==> src/rtl/frame_sync_pkg.sv <==
// Shared types and constants for the 1011 frame synchronizer.
// Imported by the detector and the top-level sequencer.
package frame_sync_pkg;

    localparam logic [3:0] SYNC_WORD = 4'b1011;

    typedef enum logic [1:0] {
        HUNT,
        PAYLOAD,
        CHECK
    } state_t;

    typedef enum logic [1:0] {
        D_IDLE,
        D_1,
        D_10,
        D_101
    } det_state_t;

endpackage

==> src/rtl/seq_det_1011.sv <==
// Overlapping 1011 sequence detector with enable and synchronous clear.
// State tracks the longest matched prefix; match is decoded from state and bit.
module seq_det_1011
    import frame_sync_pkg::*;
(
    input  logic clk,
    input  logic reset,
    input  logic en,
    input  logic clr,
    input  logic in_bit,
    output logic match
);

    det_state_t st;

    assign match = en && in_bit && (st == D_101);

    // Prefix tracking; clear wins over enable, overlap resumes at prefix "1" or "10".
    always_ff @(posedge clk or posedge reset) begin
        if (reset) begin
            st <= D_IDLE;
        end else if (clr) begin
            st <= D_IDLE;
        end else if (en) begin
            unique case (st)
                D_IDLE: st <= in_bit ? D_1   : D_IDLE;
                D_1:    st <= in_bit ? D_1   : D_10;
                D_10:   st <= in_bit ? D_101 : D_IDLE;
                D_101:  st <= in_bit ? D_1   : D_10;
                default: st <= D_IDLE;
            endcase
        end
    end

endmodule

==> src/rtl/frame_sync_1011.sv <==
// Serial frame synchronizer: hunts for 1011, then sequences sync + payload
// frames, delivers payload words in parallel and tracks lock with flywheel.
module frame_sync_1011
    import frame_sync_pkg::*;
#(
    parameter int PAYLOAD_BITS = 8,
    parameter int LOCK_COUNT   = 3,
    parameter int MISS_LIMIT   = 2
) (
    input  logic                    clk,
    input  logic                    reset,
    input  logic                    in_bit,
    input  logic                    in_valid,
    output logic [PAYLOAD_BITS-1:0] payload,
    output logic                    payload_valid,
    output logic                    locked,
    output logic                    frame_err
);

    localparam int BW = $clog2(PAYLOAD_BITS + 1);
    localparam int GW = $clog2(LOCK_COUNT + 1);
    localparam int MW = $clog2(MISS_LIMIT + 1);

    localparam logic [BW-1:0] BIT_LAST  = BW'(PAYLOAD_BITS - 1);
    localparam logic [GW-1:0] GOOD_MAX  = GW'(LOCK_COUNT);
    localparam logic [GW-1:0] GOOD_LAST = GW'(LOCK_COUNT - 1);
    localparam logic [MW-1:0] MISS_LAST = MW'(MISS_LIMIT - 1);

    state_t                  state;
    logic [BW-1:0]           bit_cnt;
    logic [PAYLOAD_BITS-1:0] pay_sh;
    logic [PAYLOAD_BITS-1:0] pay_nxt;
    logic [2:0]              sync_sh;
    logic [3:0]              sync_nxt;
    logic [2:0]              sync_cnt;
    logic [GW-1:0]           good_cnt;
    logic [MW-1:0]           miss_cnt;

    logic det_en;
    logic det_clr;
    logic match;
    logic sync_done;
    logic sync_ok;
    logic fly;

    assign det_en    = in_valid && (state == HUNT);
    assign sync_nxt  = {sync_sh, in_bit};
    assign sync_done = in_valid && (state == CHECK) && (sync_cnt == 3'd3);
    assign sync_ok   = (sync_nxt == SYNC_WORD);
    assign fly       = locked && (miss_cnt < MISS_LAST);
    // Failed sync word drops to hunt; its bits are not replayed into the detector.
    assign det_clr   = sync_done && !sync_ok && !fly;

    // Next payload shift value, MSB-first (first received bit ends in MSB).
    always_comb begin
        pay_nxt    = pay_sh << 1;
        pay_nxt[0] = in_bit;
    end

    seq_det_1011 u_det (
        .clk    (clk),
        .reset  (reset),
        .en     (det_en),
        .clr    (det_clr),
        .in_bit (in_bit),
        .match  (match)
    );

    // Framing FSM with shift registers, counters and registered outputs.
    always_ff @(posedge clk or posedge reset) begin
        if (reset) begin
            state         <= HUNT;
            bit_cnt       <= '0;
            pay_sh        <= '0;
            sync_sh       <= '0;
            sync_cnt      <= '0;
            good_cnt      <= '0;
            miss_cnt      <= '0;
            payload       <= '0;
            payload_valid <= 1'b0;
            locked        <= 1'b0;
            frame_err     <= 1'b0;
        end else begin
            payload_valid <= 1'b0;
            frame_err     <= 1'b0;
            if (in_valid) begin
                case (state)
                    HUNT: begin
                        if (match) begin
                            good_cnt <= GW'(1);
                            miss_cnt <= '0;
                            bit_cnt  <= '0;
                            locked   <= (LOCK_COUNT == 1);
                            state    <= PAYLOAD;
                        end
                    end
                    PAYLOAD: begin
                        pay_sh <= pay_nxt;
                        if (bit_cnt == BIT_LAST) begin
                            payload       <= pay_nxt;
                            payload_valid <= 1'b1;
                            sync_sh       <= '0;
                            sync_cnt      <= '0;
                            state         <= CHECK;
                        end else begin
                            bit_cnt <= bit_cnt + 1'b1;
                        end
                    end
                    CHECK: begin
                        sync_sh  <= sync_nxt[2:0];
                        sync_cnt <= sync_cnt + 3'd1;
                        if (sync_cnt == 3'd3) begin
                            if (sync_ok) begin
                                if (good_cnt != GOOD_MAX)
                                    good_cnt <= good_cnt + 1'b1;
                                if (good_cnt >= GOOD_LAST)
                                    locked <= 1'b1;
                                miss_cnt <= '0;
                                bit_cnt  <= '0;
                                state    <= PAYLOAD;
                            end else if (fly) begin
                                miss_cnt <= miss_cnt + 1'b1;
                                bit_cnt  <= '0;
                                state    <= PAYLOAD;
                            end else begin
                                frame_err <= 1'b1;
                                locked    <= 1'b0;
                                good_cnt  <= '0;
                                miss_cnt  <= '0;
                                state     <= HUNT;
                            end
                        end
                    end
                    default: state <= HUNT;
                endcase
            end
        end
    end

endmodule

==> config.mk <==
export PLATFORM = sky130hd
export DESIGN_NAME = frame_sync_1011
export DESIGN_NICKNAME = d
export VERILOG_FILES = /design/src/rtl/frame_sync_pkg.sv /design/src/rtl/seq_det_1011.sv /design/src/rtl/frame_sync_1011.sv
export SDC_FILE = /design/constraint.sdc
export NUM_CORES = 1
export LEC_CHECK = 0
export CORE_MARGIN = 2
export CORE_UTILIZATION = 45
export CTS_CLUSTER_SIZE = 12
export DETAILED_ROUTE_END_ITERATION = 7
export GPL_TIMING_DRIVEN = 0
export PLACE_DENSITY = 0.7
export SYNTH_ARGS = -nofsm -noshare
export SYNTH_HDL_FRONTEND = slang
export SYNTH_SLANG_ARGS = --single-unit
==> constraint.sdc <==
create_clock -name clk -period 2.15 [get_ports clk]
set_clock_uncertainty 0.05 [all_clocks]
set_input_delay 0.43 -clock clk [delete_from_list [all_inputs] [get_ports clk]]
set_output_delay 0.43 -clock clk [all_outputs]
set_load 0.005 [all_outputs]
==> results.txt, run 1 <==
status: finished, final reports clean
Area Overhead vs Synth: 17.6%
Placed Cells incl. Taps: 217
Worst Path Required: 2.28 ns
pin count of the biggest net entering global routing: 37
Mean Syn Cell Area: 11.4 sq um
Setup crit end kind: flop
Reg clk slew, reported paths: 0.08 ns
post_cts resized: 0
synth top area cells: dfrtp_1, mux2_2, ha_1
Die ar.: 4450 sq um
Via density: 5.37
Syn Std Cell Area: 1770 sq um
internal power: 0.00156 W
Non-Filler Instances: 226
final setup vio count: 0
insertion delay to the later sink of the worst-skew pair: 0.29 ns
Root Buffer: clkbuf_8
post-CTS setup buffers: 0
Post-Route WL: 3.35 mm
Clk network pwr share: 22.0%
gpl congestion: 0.762
core area: 3720 sq um
Lkg Pwr: 0.919 nW
Max Cap Viol: 0
Post-synth top flop: dfrtp_1
Initial Util: 47.7%
WL/cell: 14.8 um
std cell rows: 22
I/O pin count: 15
top sig layer: met4
EDFF count, synth: 0
initial drt markers: 40
nets@finish: 188
DR WL met2: 1.69 mm
pre-CTS setup slack: -0.168 ns
Antenna Cells: 0
CP Class: input pin to flop
fraction of layout cells with a size suffix above 1: 21.3%
Slew @ Worst Pin: 0.648 ns
post-synth top area share: 50.8%
largest buffer count on any clock path: 2
Logic pwr share: 30.7%
fin. max-slew vios: 0
Detail Route met3 WL: 158 um
post-synthesis sequential area ratio: 50.8%
Sum Neg Setup Slack: 0 ns
Final Hold Viols: 0
post-route ant nets: 0
Cell Area, Placed: 1960 sq um
die width: 66.7 um
Vias: 1213
fraction of power spent switching nets: 30.9%
CTS tree: built
PortBufs: 13
first-pass GRT wire length: 5.66 mm
Peak Freq: 502 MHz
cells after synthesis: 156
hold buffers post-CTS: 0
depth of the CTS H-tree: 2
grt ovf: 0
Die Y: 66.7 um
Yosys warning total: 0
Synth Register Bits: 36
min cycle time layout: 1.99 ns
unrepaired setup endpoints after global routing: false
Num Clock Sinks: 36
Reg power frac: 47.3%
arrival time at the worst endpoint: 2.12 ns
Tot GR Track Use: 17.0%
Pwr Density: 1090 nW/um^2
TritonRoute pass-1 iters: 4
Setup WS post-layout: 0.157 ns
Net Sw Power: 0.000699 W
CTS Buf Count: 5
post-synth top area cell: dfrtp_1
post-route cell area: 2080 sq um
fraction of the cycle the final worst path needs: 92.7%
worst min-delay path class: input pin to asynchronous set/reset pin
drt drc: 0
WL met1: 1.46 mm
slew margin rel.: 56.5%
crit path launch type: input pin
Pwr Total: 0.00226 W
initial antenna violation count: 0
Netlist cell types: 42
ys async rst share: 100%
Worst Path Max Fanout: 10
Synthesized Nets: 167
peak supply drop: 0.672 mV
vias in the first global route: 1276
R2R Setup Slk: 0.36 ns
Detail Placement HPWL: 2.33 mm
path summary, 6_finish.rpt:
kind | endpoint | start | cells past startpoint
hold reg to reg | payload[0]$_DFFE_PP0P_ | payload[0]$_DFFE_PP0P_ | 1
setup reg to reg | payload[6]$_DFFE_PP0P_ | bit_cnt[0]$_DFFE_PP0P_ | 6
setup / recovery | payload[6]$_DFFE_PP0P_ | in_valid | 6
hold / removal | miss_cnt[0]$_DFFE_PP0P_ | reset | 2
min in group clk | u_det.st[0]$_DFFE_PP0P_ | in_bit | 3
max in group asynchronous | payload[1]$_DFFE_PP0P_ | reset | 3
flip-flops by register name, indices dropped and copies added (netlist names):
signal,flops
u_det.st,2
locked,1
payload_valid,1
bit_cnt,4
payload,8
good_cnt,2
miss_cnt,2
state,2
frame_err,1
sync_cnt,3
sync_sh,3
pay_sh,7
per-stage QoR:
step           utilization (%)  hold WS [ns]
2_1_floorplan                -         0.418
3_3_place_gp              52.8         0.440
3_5_place_dp              52.8         0.450
4_1_cts                   55.3         0.418
5_1_grt                   56.1         0.450
6_report                  56.1         0.400
routing by layer:
layer	up-vias	global-route usage (%)
met3	6	5.24
met4	0	5.36
met2	25	30.0
met1	591	19.7
met5	-	0
li1	591	-
cell type report:
class | instances | area [sq um]
buffer | 5 | 46.3
fill | 326 | 1630
timing repair buffer | 14 | 158
tap | 48 | 60.1
inverter | 10 | 37.5
sequential | 36 | 901
multi-input combinational | 105 | 787
clock inverter | 1 | 7.51
clock buffer | 7 | 86.3
cell usage after synthesis, types with 3 or more instances:
| cell type | n |
|---|---|
| dfrtp_1 | 36 |
| nand2_1 | 17 |
| o21ai_0 | 14 |
| mux2_2 | 13 |
| inv_1 | 10 |
| ha_1 | 7 |
| a21oi_1 | 6 |
| nand3_1 | 6 |
| nor2_1 | 5 |
| a22o_1 | 3 |
power groups by stage:
stage / combinational, W / clock [W] / sequential (W)
finish: 0.000695 / 0.000499 / 0.00107
global route: 0.000786 / 0.000536 / 0.00110
CTS: 0.000698 / 0.000507 / 0.00107
detailed placement: 0.000690 / 0 / 0.00108
global placement: 0.000659 / 0 / 0.00106
floorplan: 0.000477 / 0 / 0.00104
layout by cell type (no fill, tap or decap), types with 2 or more instances in the layout:
master / netlist / routed
mux2_2: 13 / 13
o31ai_1: 2 / 2
nor2_1: 5 / 5
ha_1: 7 / 7
buf_2: 2 / 2
clkbuf_8: 0 / 6
nand3_1: 6 / 6
a21oi_1: 6 / 6
o21ai_0: 14 / 14
dfrtp_1: 36 / 36
nor3_1: 2 / 2
clkdlybuf4s50_1: 0 / 13
nand4b_1: 2 / 2
mux2_4: 2 / 2
nand3b_1: 2 / 2
inv_1: 10 / 9
nor4b_1: 2 / 2
a22o_1: 3 / 3
nand2_1: 17 / 17
worst max-delay path, cell delays in order:
cell	delay, ns
clkdlybuf4s50_1	0.71
nand3b_4	0.25
nor2b_4	0.16
buf_6	0.14
buf_12	0.12
mux2_4	0.30
logic make-up after synthesis:
group | share of synthesized area (%)
fa+ha+maj | 4.94
compound gates | 12.8
mux | 10.5
simple gates | 16.2
flops | 50.8
buf+inv | 4.73
Power figures use the tool's default switching activity.
==> run 2, diff against run 1 <==
--- a/config.mk
+++ b/config.mk
@@ -11,6 +11,7 @@
 export DETAILED_ROUTE_END_ITERATION = 7
 export GPL_TIMING_DRIVEN = 0
 export PLACE_DENSITY = 0.7
+export RECOVER_POWER = 50
 export SYNTH_ARGS = -nofsm -noshare
 export SYNTH_HDL_FRONTEND = slang
 export SYNTH_SLANG_ARGS = --single-unit
==> constraint.sdc (replaced) <==
create_clock -name clk -period 2.2 [get_ports clk]
set_clock_uncertainty 0.05 [all_clocks]
set_input_delay 0.44 -clock clk [delete_from_list [all_inputs] [get_ports clk]]
set_output_delay 0.44 -clock clk [all_outputs]
set_load 0.005 [all_outputs]
==> run 2 against run 1 <==
  * Largest power group unchanged
  * Wire length rose by 0.30%
  * Die area did not move
  * Total power fell by 2.6%
  * Critical endpoint unchanged
  * Clock power fell by 2%
  * Critical path depth did not move
  * Non-clock buffer count did not move
==> results.txt, run 2 (same netlist as run 1, synthesis figures left out) <==
post_cts resized: 0 (unchanged)
slew margin rel.: 40.7% (was 56.5%)
pin count of the biggest net entering global routing: 37 (unchanged)
Sum Neg Setup Slack: 0 ns (unchanged)
startpoint of the worst hold path: in_bit
Worst Path Required: 2.33 ns (was 2.28 ns)
Die ar.: 4450 sq um (unchanged)
Worst setup startpoint: in_valid (unchanged)
nets@finish: 188 (unchanged)
Reg clk slew, reported paths: 0.08 ns (about the same)
Worst Path Max Fanout: 10 (unchanged)
Peak Freq: 499 MHz
fin. max-slew vios: 0 (unchanged)
Filler cells: 328 (was 326)
Setup crit end kind: flop (unchanged)
worst r2r src: bit_cnt[0]$_DFFE_PP0P_ (unchanged)
largest buffer count on any clock path: 2 (unchanged)
post-layout util: 55.7% (was 56.1%)
grt ovf: 0 (unchanged)
Antenna Cells: 0 (unchanged)
core area: 3720 sq um (unchanged)
fraction of the cycle the final worst path needs: 91.1%
commonest non-fill, non-tap cell in the layout: dfrtp_1 (unchanged)
min cycle time layout: 2.00 ns
Vias: 1214 (was 1213)
status: finished, final reports clean (unchanged)
Post-Route WL: 3.36 mm (was 3.35 mm)
CP Class: input pin to flop (unchanged)
final setup vio count: 0 (unchanged)
CTS tree: built (unchanged)
max reg flops: 8 (unchanged)
insertion delay to the later sink of the worst-skew pair: 0.29 ns (about the same)
Worst path slowest cell: clkdlybuf4s50_1 (unchanged)
Root Buffer: clkbuf_8 (unchanged)
initial antenna violation count: 0 (unchanged)
Worst Path Buf+Inv: 3 (unchanged)
Tot GR Track Use: 17.0% (unchanged)
Slew @ Worst Pin: 0.890 ns (was 0.648 ns)
gpl congestion: 0.762 (unchanged)
crit path launch type: input pin (unchanged)
Die Y: 66.7 um (unchanged)
Num Clock Sinks: 36 (unchanged)
crit-path cells: clkdlybuf4s50_1 -> nand3b_4 -> nor2b_4 -> buf_6 -> buf_12 -> mux2_4 (unchanged)
Via density: 5.37 (about the same)
TritonRoute pass-1 iters: 4 (unchanged)
PortBufs: 13 (unchanged)
Final Hold Viols: 0 (unchanged)
Worst path max stage delay: 0.71 ns (about the same)
I/O pin count: 15 (unchanged)
worst min-delay path class: input pin to flop (was input pin to asynchronous set/reset pin)
Initial Util: 47.7% (unchanged)
std cell rows: 22 (unchanged)
peak supply drop: 0.657 mV (was 0.672 mV)
Max Cap Viol: 0 (unchanged)
Detail Placement HPWL: 2.33 mm (unchanged)
unrepaired setup endpoints after global routing: false (unchanged)
most frequent cells in the layout: dfrtp_1, nand2_1, o21ai_0, mux2_2, inv_1 (was dfrtp_1, nand2_1, o21ai_0, mux2_2, clkdlybuf4s50_1)
first-pass GRT wire length: 5.66 mm (unchanged)
initial drt markers: 48 (was 40)
depth of the CTS H-tree: 2 (unchanged)
Pwr Density: 1070 nW/um^2 (was 1090 nW/um^2)
Area Overhead vs Synth: 16.7% (was 17.6%)
vias in the first global route: 1276 (unchanged)
Lkg Pwr: 0.931 nW (was 0.919 nW)
Top Registers: payload: 8 flops, pay_sh: 7 flops, bit_cnt: 4 flops (unchanged)
fraction of layout cells with a size suffix above 1: 20.8% (was 21.3%)
hold buffers post-CTS: 0 (unchanged)
post-route ant nets: 0 (unchanged)
drt drc: 0 (unchanged)
Biggest register: payload (unchanged)
arrival time at the worst endpoint: 2.13 ns (was 2.12 ns)
delay-heaviest family, CP: buffers and inverters (unchanged)
CTS Buf Count: 5 (unchanged)
WL/cell: 14.9 um (was 14.8 um)
post-CTS setup buffers: 0 (unchanged)
die width: 66.7 um (unchanged)
-- run 2: path summary, 6_finish.rpt --
| kind | end | slack [ns] | cells after the start |
|---|---|---|---|
| max | payload[6]$_DFFE_PP0P_ | 0.20 | 6 |
| min | u_det.st[0]$_DFFE_PP0P_ | 0.43 | 3 |
| max reg2reg | payload[6]$_DFFE_PP0P_ | 0.41 | 6 |
| min reg2reg | payload[0]$_DFFE_PP0P_ | 0.46 | 1 |
| max in group asynchronous | payload[1]$_DFFE_PP0P_ | 0.32 | 3 |
| min in group asynchronous | miss_cnt[0]$_DFFE_PP0P_ | 0.52 | 2 |
-- run 2: report_power, final --
| part | switching (W) | total, W | leakage, nW | internal, W |
|---|---|---|---|---|
| sequential | 0.000161 | 0.00105 | 0.461 | 0.000884 |
| clock | 0.000234 | 0.000488 | 0.0445 | 0.000254 |
| combinational | 0.000288 | 0.000670 | 0.426 | 0.000382 |
| total | 0.000683 | 0.00220 | 0.931 | 0.00152 |
-- run 2: tightest hold or removal path, stage by stage --
cell      delay [ns]
clkbuf_2        0.16
nand2_1         0.08
a21oi_1         0.05
-- run 2: final cells by class --
cell class              instances  area (sq um)  area share [%]
flip-flops and latches         36           901            43.6
plain buffers                   5          46.3            2.24
well taps                      48          60.1            2.90
clock buffers                   7          86.3            4.17
clock inverters                 1          7.51           0.363
multi-input cells             105           787            38.1
repair buffers                 14           143            6.90
inverters                      10          37.5            1.81
-- run 2: through the flow --
step                      setup WS [ns]  hold WS (ns)  instance area, sq um  instances  power, W
after global placement           -0.101         0.440                  1960        217   0.00168
after floorplan                   0.568         0.418                  1770        156   0.00148
after CTS                         0.170         0.428                  2060        225   0.00222
after detailed placement         -0.128         0.450                  1960        217   0.00173
final                             0.196         0.430                  2070        226   0.00220
after global routing             0.0907         0.460                  2070        226   0.00235
-- run 2: per-layer routing --
| metal | part of all wire [%] | global-route usage, % | vias to the layer above |
|---|---|---|---|
| met2 | 50 | 30.0 | 22 |
| met5 | 0 | 0 | - |
| met1 | 44 | 19.7 | 595 |
| met4 | 1.3 | 5.36 | 0 |
| met3 | 4.4 | 5.24 | 6 |
| li1 | - | - | 591 |
